===== src/rtl/sha256_build_arbiter.sv =====
// Round-robin packet arbiter sharing one message builder between two requesters.
// A grant covers one config transfer plus all data beats; grant IDs are queued for routing.
module sha256_build_arbiter #(
  parameter int unsigned ID_FIFO_DEPTH = 4
) (
  input  logic         clk,
  input  logic         nrst,
  input  logic         en,
  input  logic         sync_rst,

  input  logic [511:0] r0_data,
  input  logic         r0_data_last,
  input  logic         r0_data_valid,
  output logic         r0_data_ready,
  input  logic [63:0]  r0_cfg_size,
  input  logic [1:0]   r0_cfg_scheme,
  input  logic         r0_cfg_last,
  input  logic         r0_cfg_valid,
  output logic         r0_cfg_ready,

  input  logic [511:0] r1_data,
  input  logic         r1_data_last,
  input  logic         r1_data_valid,
  output logic         r1_data_ready,
  input  logic [63:0]  r1_cfg_size,
  input  logic [1:0]   r1_cfg_scheme,
  input  logic         r1_cfg_last,
  input  logic         r1_cfg_valid,
  output logic         r1_cfg_ready,

  output logic [511:0] mb_data,
  output logic         mb_data_last,
  output logic         mb_data_valid,
  input  logic         mb_data_ready,
  output logic [63:0]  mb_cfg_size,
  output logic [1:0]   mb_cfg_scheme,
  output logic         mb_cfg_last,
  output logic         mb_cfg_valid,
  input  logic         mb_cfg_ready,

  output logic         id_out,
  output logic         id_out_valid,
  input  logic         id_out_ready,
  output logic         busy
);

  localparam int unsigned PtrW = $clog2(ID_FIFO_DEPTH);
  localparam int unsigned CntW = PtrW + 1;

  typedef enum logic [1:0] {StIdle, StCfg, StData} state_e;

  state_e                   state_q;
  logic                     grant_q;
  logic                     prio_q;
  logic [ID_FIFO_DEPTH-1:0] fifo_q;
  logic [PtrW-1:0]          wr_ptr_q;
  logic [PtrW-1:0]          rd_ptr_q;
  logic [CntW-1:0]          count_q;

  logic in_cfg, in_data;
  logic not_full, winner;
  logic cfg_hs, data_hs, push, pop;

  assign in_cfg   = en && (state_q == StCfg);
  assign in_data  = en && (state_q == StData);
  assign not_full = count_q < CntW'(ID_FIFO_DEPTH);
  // On a tie the priority holder wins; otherwise whichever requester is asking.
  assign winner   = (r0_cfg_valid && r1_cfg_valid) ? prio_q : r1_cfg_valid;

  always_comb begin
    mb_cfg_size   = '0;
    mb_cfg_scheme = '0;
    mb_cfg_last   = 1'b0;
    mb_data       = '0;
    mb_data_last  = 1'b0;
    if (state_q == StCfg) begin
      mb_cfg_size   = grant_q ? r1_cfg_size   : r0_cfg_size;
      mb_cfg_scheme = grant_q ? r1_cfg_scheme : r0_cfg_scheme;
      mb_cfg_last   = grant_q ? r1_cfg_last   : r0_cfg_last;
    end
    if (state_q == StData) begin
      mb_data      = grant_q ? r1_data      : r0_data;
      mb_data_last = grant_q ? r1_data_last : r0_data_last;
    end
  end

  assign mb_cfg_valid  = in_cfg  && (grant_q ? r1_cfg_valid  : r0_cfg_valid);
  assign mb_data_valid = in_data && (grant_q ? r1_data_valid : r0_data_valid);
  assign r0_cfg_ready  = in_cfg  && !grant_q && mb_cfg_ready;
  assign r1_cfg_ready  = in_cfg  &&  grant_q && mb_cfg_ready;
  assign r0_data_ready = in_data && !grant_q && mb_data_ready;
  assign r1_data_ready = in_data &&  grant_q && mb_data_ready;

  assign cfg_hs  = mb_cfg_valid && mb_cfg_ready;
  assign data_hs = mb_data_valid && mb_data_ready;
  assign push    = cfg_hs && mb_cfg_last;

  assign id_out_valid = en && (count_q != '0);
  assign id_out       = fifo_q[rd_ptr_q];
  assign pop          = id_out_valid && id_out_ready;
  assign busy         = (state_q != StIdle);

  always_ff @(posedge clk) begin
    if (!nrst || sync_rst) begin
      state_q  <= StIdle;
      grant_q  <= 1'b0;
      prio_q   <= 1'b0;
      fifo_q   <= '0;
      wr_ptr_q <= '0;
      rd_ptr_q <= '0;
      count_q  <= '0;
    end else if (en) begin
      case (state_q)
        StIdle: begin
          if ((r0_cfg_valid || r1_cfg_valid) && not_full) begin
            grant_q <= winner;
            state_q <= StCfg;
          end
        end
        StCfg: begin
          if (push) state_q <= StData;
        end
        StData: begin
          if (data_hs && mb_data_last) begin
            state_q <= StIdle;
            prio_q  <= ~grant_q;
          end
        end
        default: state_q <= StIdle;
      endcase

      // Grant already required not-full, so a push never overflows.
      if (push) begin
        fifo_q[wr_ptr_q] <= grant_q;
        wr_ptr_q         <= wr_ptr_q + PtrW'(1);
      end
      if (pop) rd_ptr_q <= rd_ptr_q + PtrW'(1);
      if (push && !pop) begin
        count_q <= count_q + CntW'(1);
      end else if (!push && pop) begin
        count_q <= count_q - CntW'(1);
      end
    end
  end

endmodule


===== config.mk =====
export PLATFORM = sky130hd
export DESIGN_NAME = sha256_build_arbiter
export DESIGN_NICKNAME = d
export VERILOG_FILES = /design/src/rtl/sha256_build_arbiter.sv
export SDC_FILE = /design/constraint.sdc
export NUM_CORES = 1
export LEC_CHECK = 0
export CORE_AREA = 4 4 680 682
export CTS_CLUSTER_SIZE = 30
export DETAILED_ROUTE_END_ITERATION = 12
export DIE_AREA = 0 0 684 686
export GPL_TIMING_DRIVEN = 0
export HOLD_SLACK_MARGIN = 0.1
export SYNTH_ARGS = -nofsm -noshare
export SYNTH_HDL_FRONTEND = slang
export SYNTH_SLANG_ARGS = --single-unit

===== constraint.sdc =====
create_clock -name clk -period 4.26 [get_ports clk]
set_input_delay 0.639 -clock clk [delete_from_list [all_inputs] [get_ports clk]]
set_output_delay 0.639 -clock clk [all_outputs]
set_load 0.02 [all_outputs]

# After elaboration in Yosys (flattened, before gate mapping)
# Cells that the tools add are included.
# Widths: inputs -> output; s select.
word_totals:
  reg_bits: 15
  output_inout_bits: 589
op_classes:
  magnitude_cmp: 4
  add_sub_neg: 4
  n_eq_ne: 5
  n_reduce_logical: 39
  bitwise: 1
  mux: 24
ops:
  columns: ["operator", "n"]
  rows:
  - ["$mux 512", 2]
  - ["$mux 64", 2]
  - ["$logic_and 1x1->1", 23]
  - ["$mux 2", 5]
  - ["$mux 1", 9]
  - ["$lt 2x3->1 const B", 2]
  - ["$mux 3", 2]
  - ["$pmux 2 s3", 1]
  - ["$reduce_and 2->1", 3]
  - ["$reduce_and 3->1", 2]
  - ["$add 2x1->2 const B", 2]
  - ["$bwmux 4", 1]
  - ["$logic_not 1->1", 4]
  - ["$ne 2x2->1 const B", 2]
  - ["$reduce_and 4->1", 1]
  - ["$reduce_bool 2->1", 2]
  - ["$add 3x1->3 const B", 1]
  - ["$lt 3x3->1 const B", 1]
  - ["$reduce_bool 3->1", 1]
  - ["$sub 3x1->3 const B", 1]
  - ["$bmux 1 s2", 1]
  - ["$demux 1 s2", 1]
  - ["$eq 2x1->1 const B", 1]
  - ["$eq 2x2->1 const B", 1]
  - ["other kinds (5)", 6]

# Longest topological paths before layout
depth:
  word_depth: 9
  mapped_depth: 10
  ltp_nobuf: 9

# Worst setup path after synthesis
# Ideal clock, no wire load.
synth_path:
  path_kind: "in2reg"
  start: "in en"
  end: "reg count_q[2]"
  t_arrival_ps: 2525
  cell_stages: 10
  path_slack_ps: 1608
  t_required_ps: 4132
  setup_time_ps: 128
  cell_sequence: "clkbuf_1 -> nand3b_1 -> nor4_4 -> ha_1 -> inv_1 -> fa_1 -> xnor2_1 -> nand2_1 -> xor2_1 -> nor2_1"
synth_between:
  elab_chain_len: 8
  word_cells_on_any_way: 13
  cone_classes: "1 x mux; 12 x reduce/logical"
synth_rtl:
  columns: ["element", "line", "rtl"]
  rows:
  - ["start: declaration", "8", "input logic en,"]
  - ["$logic_and 1x1->1", "64", "assign in_cfg = en && (state_q == StCfg);"]
  - ["$logic_and 1x1->1", "87", "assign mb_cfg_valid = in_cfg && (grant_q ? r1_cfg_valid : r0_cfg_valid);"]
  - ["$logic_and 1x1->1", "94", "assign cfg_hs = mb_cfg_valid && mb_cfg_ready;"]
  - ["$logic_and 1x1->1", "96", "assign push = cfg_hs && mb_cfg_last;"]
  - ["$logic_not 1->1", "140", "end else if (!push && pop) begin"]
  - ["$logic_and 1x1->1", "140", null]
  - ["$reduce_bool 2->1 (no line)", null, null]
  - ["$reduce_and 2->1 (no line)", null, null]
  - ["end signal: assignment", "139", "count_q <= count_q + CntW'(1);"]
  - ["end signal: assignment", "141", "count_q <= count_q - CntW'(1);"]
  - ["end: declaration", "58", "logic [CntW-1:0] count_q;"]
# Parallel ways exist; a longest one is shown, timed or not.
# A chain may end at the register's enable or synchronous reset.

# Worst setup path after layout
layout_path:
  start: "reg grant_q"
  end: "out mb_data[475]"
layout_between:
  elab_chain_len: 2
layout_rtl:
  columns: ["element", "line", "rtl"]
  rows:
  - ["start: declaration", "53", "logic grant_q;"]
  - ["start signal: assignment", "116", "grant_q <= winner;"]
  - ["$mux 512", "82", "mb_data = grant_q ? r1_data : r0_data;"]
  - ["$mux 512", "81", "if (state_q == StData) begin"]
  - ["end: declaration", "31", "output logic [511:0] mb_data,"]
# Every way passes these cells.

==> results.json <==
{
  "status": "finished with violations",
  "violations": "negative setup slack",
  "drtPass1Iterations": 8,
  "synth_seq_cells": 15,
  "synth.distinct_cells": 27,
  "grt_busiest_layer": "met2",
  "ioPinCount": 1760,
  "cp.required_ns": 3.62,
  "async_reset_ff_share_pct": 0,
  "worst_slack_ns": -0.0582,
  "synth_nets": 2562,
  "critPathKind": "reg2out",
  "synth_ff_type": "dfxtp_1",
  "clk_pin_slew_ns": 0.05,
  "synthMostInstantiatedCell": "nor2_1",
  "min_period_ns": 4.32,
  "grt_util_met1_pct": 17.5,
  "syn_area_per_cell_um2": 6.79,
  "final_util_pct": 7.78,
  "grt_usage_pct": 18.0,
  "fp.dieW_um": 684,
  "seq_power_share_pct": 5.9,
  "drive_above_1_share_pct": 5.20,
  "synth.yosys.seq_area_share_pct": 3.19,
  "p_comb_share_pct": 86.1,
  "drt_iter0_drc": 2138,
  "hp-class": "reg2reg",
  "antenna_found_initial": 662,
  "io_buffers": 1758,
  "die_height_um": 686,
  "cts_buffers": 3,
  "rows": 248,
  "drv_cap": 0,
  "fin_crit_sh_pct": 101,
  "swShare_pct": 40.2,
  "wl_per_cell_um": 47.5,
  "ys_top_cells_by_area": "mux2i_1 (63%), nor2_1 (24%), dfxtp_1 (3.2%), buf_2 (3.0%), clkbuf_1 (2.6%)",
  "end_kind": "output pin",
  "use_met3_pct": 15.8,
  "syn-cell-area_mm2": 0.00940,
  "fp.dieArea_mm2": 0.469,
  "hpwlAfterDp_um": 424000,
  "start_util_pct": 2.06,
  "switchingPower_mw": 0.970,
  "cts.sinks": 15,
  "core_mm2": 0.456,
  "grt_pass1_vias": 19862,
  "ys_warn_count": 0,
  "ctsHtreeMaxLevel": 1,
  "drtAntennaViolNets": 0,
  "pre_cts_slack_ns": -0.830,
  "gp_congestion": 1.34,
  "grt_pass1_wl_um": 485000,
  "slew_violations": 0,
  "cts-root-buf": "clkbuf_16",
  "clock_skew_ns": 0.00755,
  "powerDensity_mw_per_mm2": 68.1,
  "maxSlewHeadroom_pct": 20.2,
  "yosys.area.top_type": "mux2i_1",
  "setup_viol": 2,
  "hold_ws_ns": 0.464,
  "syn2layout_area_growth_pct": 277,
  "overflow": 0,
  "p_leak_nw": 9.93,
  "clkPwrFrac_pct": 8.0,
  "grt_max_degree": 11,
  "tightestPinTransition_ns": 1.20,
  "hold_violations": 0,
  "yosysTopAreaCellShare_pct": 62.5,
  "cp-start-kind": "flop",
  "drt-total-wl_um": 442000,
  "syn_inst": 1385,
  "synth-edff-count": 0,
  "drc": 0,
  "avgViaCountPerCell": 2.43,
  "nets": 4329,
  "p_int_mw": 1.45,
  "cts_tree": "built",
  "cts_buffer_depth": 2,
  "met2_usage_pct": 28.3,
  "finalSetupTns_ns": -0.0674,
  "critPathMaxFanout": 12,
  "via_count": 22661,
  "peakVddDrop_uv": 104,
  "synth_common_cells": "nor2_1 (594), mux2i_1 (587), clkbuf_1 (66), buf_2 (57)",
  "post_cts_buffers": 0,
  "fmax_mhz": 232,
  "worstPathArrival_ns": 3.68,
  "clock_latency_ns": 0.25
}
-- worst paths after layout --
kind                                        startpoint                 endpoint  slack (ns)  cells after the start
worst max-delay path              grant_q$_SDFFE_PP0P_             mb_data[475]       -0.06                      6
worst min-delay path            fifo_q[2]$_SDFFE_PP0P_   fifo_q[2]$_SDFFE_PP0P_        0.46                      2
worst max register to register    grant_q$_SDFFE_PP0P_  count_q[2]$_SDFFE_PP0P_        1.34                     10
worst min register to register  fifo_q[2]$_SDFFE_PP0P_   fifo_q[2]$_SDFFE_PP0P_        0.46                      2
-- layout by cell type, fill, tap and decap left out, types with 2 or more instances in the layout --
cell	instances
clkbuf_1	48
nand2b_1	3
buf_2	48
xnor2_1	3
buf_6	5
ha_1	5
clkdlybuf4s15_2	7
nand3b_1	4
clkbuf_2	15
clkdlybuf4s15_1	3
mux2i_1	526
nor2b_1	4
dlymetal6s2s_1	10
xor2_1	3
inv_1	5
buf_1	5
clkdlybuf4s50_1	1692
diode_2	167
dfxtp_1	15
nand3_1	2
buf_4	10
clkbuf_16	3
nor2_1	594
mux2i_4	15
dlygate4sd2_1	42
clkbuf_4	6
nand2_1	14
mux2_2	2
o31a_1	2
mux2i_2	46
nor4b_1	2
-- worst max-delay path: stages, from the launching register on --
cell and delay (ns):
dfxtp_1 0.38, buf_4 0.38, clkbuf_4 0.46, buf_2 0.57, mux2i_1 0.90, nor2_1 0.10
clkdlybuf4s50_1 0.58
-- layout make-up --
cell class                 count  area, um^2
fill                       53336      420000
timing repair buffer        1762       17600
multi-input combinational   1234        8880
tap                         6000        7510
buffer                       131         648
antenna                      167         418
sequential                    15         300
clock buffer                   3        75.1
inverter                       5        18.8
clock inverter                 1        7.51
-- layer usage --
layer	wire [um]	vias up
met2	191000	2653
met5	2230	-
met3	85300	1163
li1	-	8404
met4	18200	332
met1	146000	10109
-- cell families (layout without fill, tap and decap cells) --
logic type	count (synthesis)	count (layout)	share of synthesized area, %
other	0	167	0
buffers and inverters	136	1902	6.23
AO/OA/AOI/OAI	6	6	0.453
AND/OR/NAND/NOR	626	626	25.7
adder cells (fa/ha/maj)	6	6	0.879
multiplexers	590	590	63.0
flip-flops	15	15	3.19
XOR/XNOR	6	6	0.559
-- sequential cells by signal, indices dropped and copies added, names as in the netlist --
name / flops
prio_q: 1
fifo_q: 4
grant_q: 1
state_q: 2
count_q: 3
wr_ptr_q: 2
rd_ptr_q: 2
-- through the flow --
| step | instance area, um^2 | total power, mW | std cells |
|---|---|---|---|
| 2_1_floorplan | 9400 | 0.488 | 1385 |
| 3_3_place_gp | 34500 | 2.16 | 9143 |
| 3_5_place_dp | 34600 | 2.18 | 9147 |
| 4_1_cts | 35000 | 2.43 | 9151 |
| 5_1_grt | 35300 | 2.49 | 9252 |
| 6_report | 35500 | 2.42 | 9318 |
-- power groups by stage --
stage / clock, mW / sequential (mW) / combinational [mW]
floorplan: 0 / 0.145 / 0.343
global placement: 0 / 0.145 / 2.01
detailed placement: 0 / 0.145 / 2.03
CTS: 0.198 / 0.142 / 2.09
global route: 0.204 / 0.142 / 2.15
finish: 0.194 / 0.142 / 2.08
-- what timing repair did --
action                                  4_1_cts  5_1_grt
hold buffers                                  0        0
gates resized for setup                     168       28
endpoints found under the setup margin      309       28
No activity file was read; power rests on OpenSTA's default activity.
==> patch 1 (same flow settings) <==
`ID_FIFO_DEPTH`: 4 -> 16.
--- a/src/rtl/sha256_build_arbiter.sv
+++ b/src/rtl/sha256_build_arbiter.sv
@@ -1,7 +1,7 @@
 // Round-robin packet arbiter sharing one message builder between two requesters.
 // A grant covers one config transfer plus all data beats; grant IDs are queued for routing.
 module sha256_build_arbiter #(
-  parameter int unsigned ID_FIFO_DEPTH = 4
+  parameter int unsigned ID_FIFO_DEPTH = 16
 ) (
   input  logic         clk,
   input  logic         nrst,
Behaviour: same outputs for any inputs over 4 cycles, from zero or initial values; that may be too few to reach the edited logic, so the function may still have changed.
==> patch 1 against the unedited design <==
- setup slack improved by 180 ps
- largest power group unchanged
- sequential cell count increased by 18
- final area increased by 4.1%
- worst hold slack improved by 4.9 ps
- critical path type unchanged
- total power increased by 16%
- routed wire length increased by 3.3%
- critical endpoint is now mb_data[449]
- synthesized area increased by 9.9%
- clock power increased by 93%
- largest cell class unchanged
==> patch 1: results (changes against the unedited design) <==
metric;value;unit;change
status;finished clean;;
Worst-path clk slew;60;ps;
placed insts;9264;;+1.3%
Max FO, Critical Path;12;;unchanged
unique cell type count in the Yosys netlist;41;;+52%
Synth area leaders;mux2i_1 (58%), nor2_1 (22%), dfxtp_1 (6.4%), clkbuf_1 (3.3%), ha_1 (1.1%);;
gr usage total;18.6;%;+0.63 points
placed instance area;35900;sq um;+3.7%
GPL Wtd Cong;1.00;;-25%
Seq/Total Area, Yosys;6.40;%;+3.2 points
max_slew headroom;18.9;%;-1.3 points
Vias/cell;2.44;;+0.26%
DR vias;23000;;+1.3%
top flop regs;fifo_q (16), count_q (5);;
layout cells sized above 1;6.45;%;+1.2 points
Worst Skew;4.18;ps;-3.38 ps
vias in the first global route;20300;;+2.3%
maximum vdd ir drop;0.117;mV;+12%
async set-reset flop share out of synthesis;0;%;unchanged
initial antenna violation count;662;;unchanged
endpoints failing setup;0;;-2
postcts setup bufs;0;;unchanged
number of fill cells in the layout;53300;;-0.15%
NumNets Final;4452;;+2.8%
largest net degree at the start of global routing;11;;unchanged
1st-iter DRT viols;2035;;-4.8%
Max clock buf depth;2;;unchanged
DR pass1 iterations;5;;-3
first-pass GRT wire length;503000;um;+3.6%
CTS Root Cell;clkbuf_16;;
warning count from the yosys run;0;;unchanged
clock buffer count from CTS;5;;+2
Mean Syn Cell Area;6.94;sq um;+2.2%
Main synth FF type;dfxtp_1;;
post-DR wirelength/cell;48.5;um;+2.2%
H-Tree Level Count;2;;+1
Synthesized Nets;2670;;+4.2%
top cells by count, synth;mux2i_1 (601), nor2_1 (599), clkbuf_1 (92);;
Post-Place Worst Slack;-1250;ps;-419 ps
data arrival time of the worst path;3500;ps;-180 ps
Post-DP HPWL;438000;um;+3.4%
worst-skew pair later-pin latency;290;ps;+40 ps
Pleak;10.4;nW;+4.6%
port bufs;1759;;+0.057%
## patch 1: changes by cell type after synthesis, moves of 10 or more
cell      unedited run  this run
buf_2               57        19
buf_1                7        27
mux2i_1            587       601
nand3_1              2        14
dfxtp_1             15        33
clkbuf_1            66        92
nand2_1             15        25
## patch 1: area by class of cell
class                           count  area (sq um)  share of cell area (%)
Timing Repair Buffer             1775         17800                    48.3
Multi-Input combinational cell   1310          9640                    26.1
Tap cell                         6000          7510                    20.3
Buffer                            140           746                    2.02
Sequential cell                    33           661                    1.79
Antenna cell                      143           358                   0.970
Clock buffer                        8           136                   0.370
Inverter                            6          22.5                  0.0610
## patch 1: critical path: stages, from the launching register on
cell	delay (ps)
dfxtp_1	350
buf_12	250
clkbuf_4	420
clkdlybuf4s15_2	680
mux2i_2	690
nor2_1	170
clkdlybuf4s50_1	600
## patch 1: kinds of logic (layout without fill, tap and decap cells)
group	after synthesis	after routing	share of synthesized area [%]
and+or+nand+nor	669	669	25.6
muxes	607	607	59.4
buffers and inverters	146	1929	5.64
DFF	33	33	6.40
AOI/OAI and AO/OA	18	18	1.14
adders and majority gates	10	10	1.28
xor gates and xnor gates	6	6	0.509
other	0	143	0
## patch 1: metrics by stage
step                TNS (ps)  power, mW  util [%]
floorplan                  0      0.646         -
global placement     -746380       2.36      7.78
detailed placement   -137280       2.40      7.87
CTS                        0       2.84      8.02
global route               0       2.91      8.05
finish                     0       2.81      8.10
## patch 1: worst paths after layout
path / start / endpoint / slack, ps / depth (start not counted)
worst max-delay path: grant_q / mb_data[449] / 120 / 6
worst min-delay path: fifo_q[2] / fifo_q[2] / 470 / 2
worst max register to register: grant_q / count_q[4] / 730 / 11
worst min register to register: fifo_q[2] / fifo_q[2] / 470 / 2
## patch 1: metal layers
layer	vias to the layer above	routed length, um	global-route usage, %
li1	8816	-	-
met1	10400	178000	21.5
met2	2461	191000	28.4
met3	983	73000	13.0
met4	290	13000	3.25
met5	-	1890	0.0404
## patch 1: power breakdown
group	switching [mW]	internal [mW]	leakage (nW)	total, mW
registers	0.000232	0.309	0.266	0.309
clock network	0.157	0.218	0.0661	0.375
logic	0.921	1.20	10.1	2.12
## patch 1: repair_timing
item / CTS / global route
setup endpoints to repair: 513 / 11
resized for setup: 297 / 11
cloned: 0 / 0
==> patch 2 (same flow settings) <==
Without the edit above. Add an input register stage for `r1_cfg_size`, without a reset; this delays it by one clock. The other inputs are not delayed to match.
--- a/src/rtl/sha256_build_arbiter.sv
+++ b/src/rtl/sha256_build_arbiter.sv
@@ -49,6 +49,12 @@
 
   typedef enum logic [1:0] {StIdle, StCfg, StData} state_e;
 
+  logic [63:0] r1_cfg_size_q;
+
+  always_ff @(posedge clk) begin
+    r1_cfg_size_q <= r1_cfg_size;
+  end
+
   state_e                   state_q;
   logic                     grant_q;
   logic                     prio_q;
@@ -74,7 +80,7 @@
     mb_data       = '0;
     mb_data_last  = 1'b0;
     if (state_q == StCfg) begin
-      mb_cfg_size   = grant_q ? r1_cfg_size   : r0_cfg_size;
+      mb_cfg_size   = grant_q ? r1_cfg_size_q : r0_cfg_size;
       mb_cfg_scheme = grant_q ? r1_cfg_scheme : r0_cfg_scheme;
       mb_cfg_last   = grant_q ? r1_cfg_last   : r0_cfg_last;
     end
Behaviour: not the same (a bounded check fails within 4 cycles, from zero or initial values).
==> patch 2 against the unedited design <==
- the flow still finishes with violations (negative setup slack)
- register-to-register slack lost 70 ps
- global-route usage grew 1.7 points
- total power increased by 68%
- routed wire length is 9.3% higher
- clock skew decreased by 2.6 ps
- core utilization grew 0.62 points
- synthesized area up 14%
- final area up 8.0%
- sequential share of layout area rose by 3.3 points
- setup slack gained 34 ps
- via count grew 3.0%
- sequential cell count rose by 64
- critical path type unchanged
==> patch 2: results (changes against the unedited design) <==
metric;value;unit;change
Post-Place Worst Slack;-1250;ps;-421 ps
initial antenna violation count;732;;+11%
worst-skew pair later-pin latency;400;ps;+150 ps
r2r setup slk;1270;ps;-70 ps
WL final;484000;um;+9.3%
layout cells sized above 1;11.0;%;+5.8 points
port bufs;1758;;unchanged
placed instance area;36500;sq um;+5.4%
status;finished with violations;;
Synth area leaders;mux2i_1 (55%), nor2_1 (21%), dfxtp_1 (15%), buf_2 (2.7%), clkbuf_1 (2.4%);;
area of the multi-input gates;9700;sq um;+9.2%
top cells by count, synth;nor2_1 (594), mux2i_1 (587), dfxtp_1 (79);;
data arrival time of the worst path;3650;ps;-30 ps
clock buffer count from CTS;9;;+6
Max clock buf depth;2;;unchanged
1st-iter DRT viols;2242;;+4.9%
Synthesized Nets;2626;;+2.5%
max_slew headroom;22.7;%;+2.5 points
GPL Wtd Cong;0.967;;-28%
PnR worst setup slack;-24.3;ps;+34.0 ps
Worst-path clk slew;80;ps;+30 ps
NumNets Final;4432;;+2.4%
failing checks;negative setup slack;;
Pleak;11.2;nW;+13%
Main synth FF type;dfxtp_1;;
DR pass1 iterations;6;;-2
vias in the first global route;20400;;+2.6%
Worst Skew;4.95;ps;-2.60 ps
top flop regs;r1_cfg_size_q (64), fifo_q (4), count_q (3);;
maximum vdd ir drop;0.221;mV;+110%
endpoints failing setup;2;;unchanged
unique cell type count in the Yosys netlist;27;;unchanged
CTS resizes;428;;+150%
Vias/cell;2.47;;+1.5%
largest net degree at the start of global routing;18;;+7
placed insts;9244;;+1.1%
number of fill cells in the layout;53100;;-0.52%
first-pass GRT wire length;527000;um;+8.7%
H-Tree Level Count;3;;+2
Mapped Cells;1449;;+4.6%
Seq/Total Area, Yosys;14.8;%;+12 points
gr usage total;19.8;%;+1.7 points
post-DR wirelength/cell;51.1;um;+7.7%
hold_sp;fifo_q[0];;
Post-DP HPWL;465000;um;+9.7%
-- patch 2: cells by family after synthesis --
group	after synthesis	share of synthesized area [%]
DFF	79	14.8
AOI/OAI and AO/OA	6	0.398
buffers and inverters	136	5.48
muxes	590	55.4
and+or+nand+nor	626	22.6
adders and majority gates	6	0.773
xor gates and xnor gates	6	0.492
-- patch 2: worst paths after layout --
path	depth (start not counted)	end
setup / recovery	7	mb_data[387]
hold / removal	2	fifo_q[0]
setup reg to reg	9	count_q[2]
hold reg to reg	2	fifo_q[0]
-- patch 2: routing by layer --
metal	wire length (um)	share of wire [%]	vias up	track usage (%)
li1	-	-	8735	-
met1	168000	35	10400	20.2
met2	220000	45	2718	32.5
met3	77900	16	1164	14.3
met4	16200	3.3	290	4.30
met5	1940	0.40	-	0.374
-- patch 2: critical path, stage by stage, from the launching register on --
cell	delay (ps)
dfxtp_1	570
buf_12	300
clkbuf_2	300
buf_12	210
buf_2	470
mux2i_2	600
nor2_1	140
clkdlybuf4s50_1	580
-- patch 2: report_power, final --
group          switching, mW  internal, mW  leakage (nW)
clock network          0.507         0.418         0.148
registers             0.0180         0.771         0.661
logic                   1.06          1.28          10.4
-- patch 2: per-stage QoR --
step	total power [mW]	hold slack, ps	TNS (ps)
after floorplan	1.14	435	0
after global placement	2.97	452	-441890
after detailed placement	3.06	453	-99360
after CTS	4.15	467	-66.6
after global routing	4.19	482	-80.4
final	4.05	468	-33.6
-- patch 2: cell type report --
cell class / instances / share of cell area (%)
clock buffers: 9 / 0.588
repair buffers: 1795 / 46.9
well taps: 6000 / 19.6
plain buffers: 131 / 1.88
flip-flops and latches: 79 / 4.13
multi-input cells: 1234 / 25.3
clock inverters: 7 / 0.180
diodes: 201 / 1.31
inverters: 5 / 0.0490
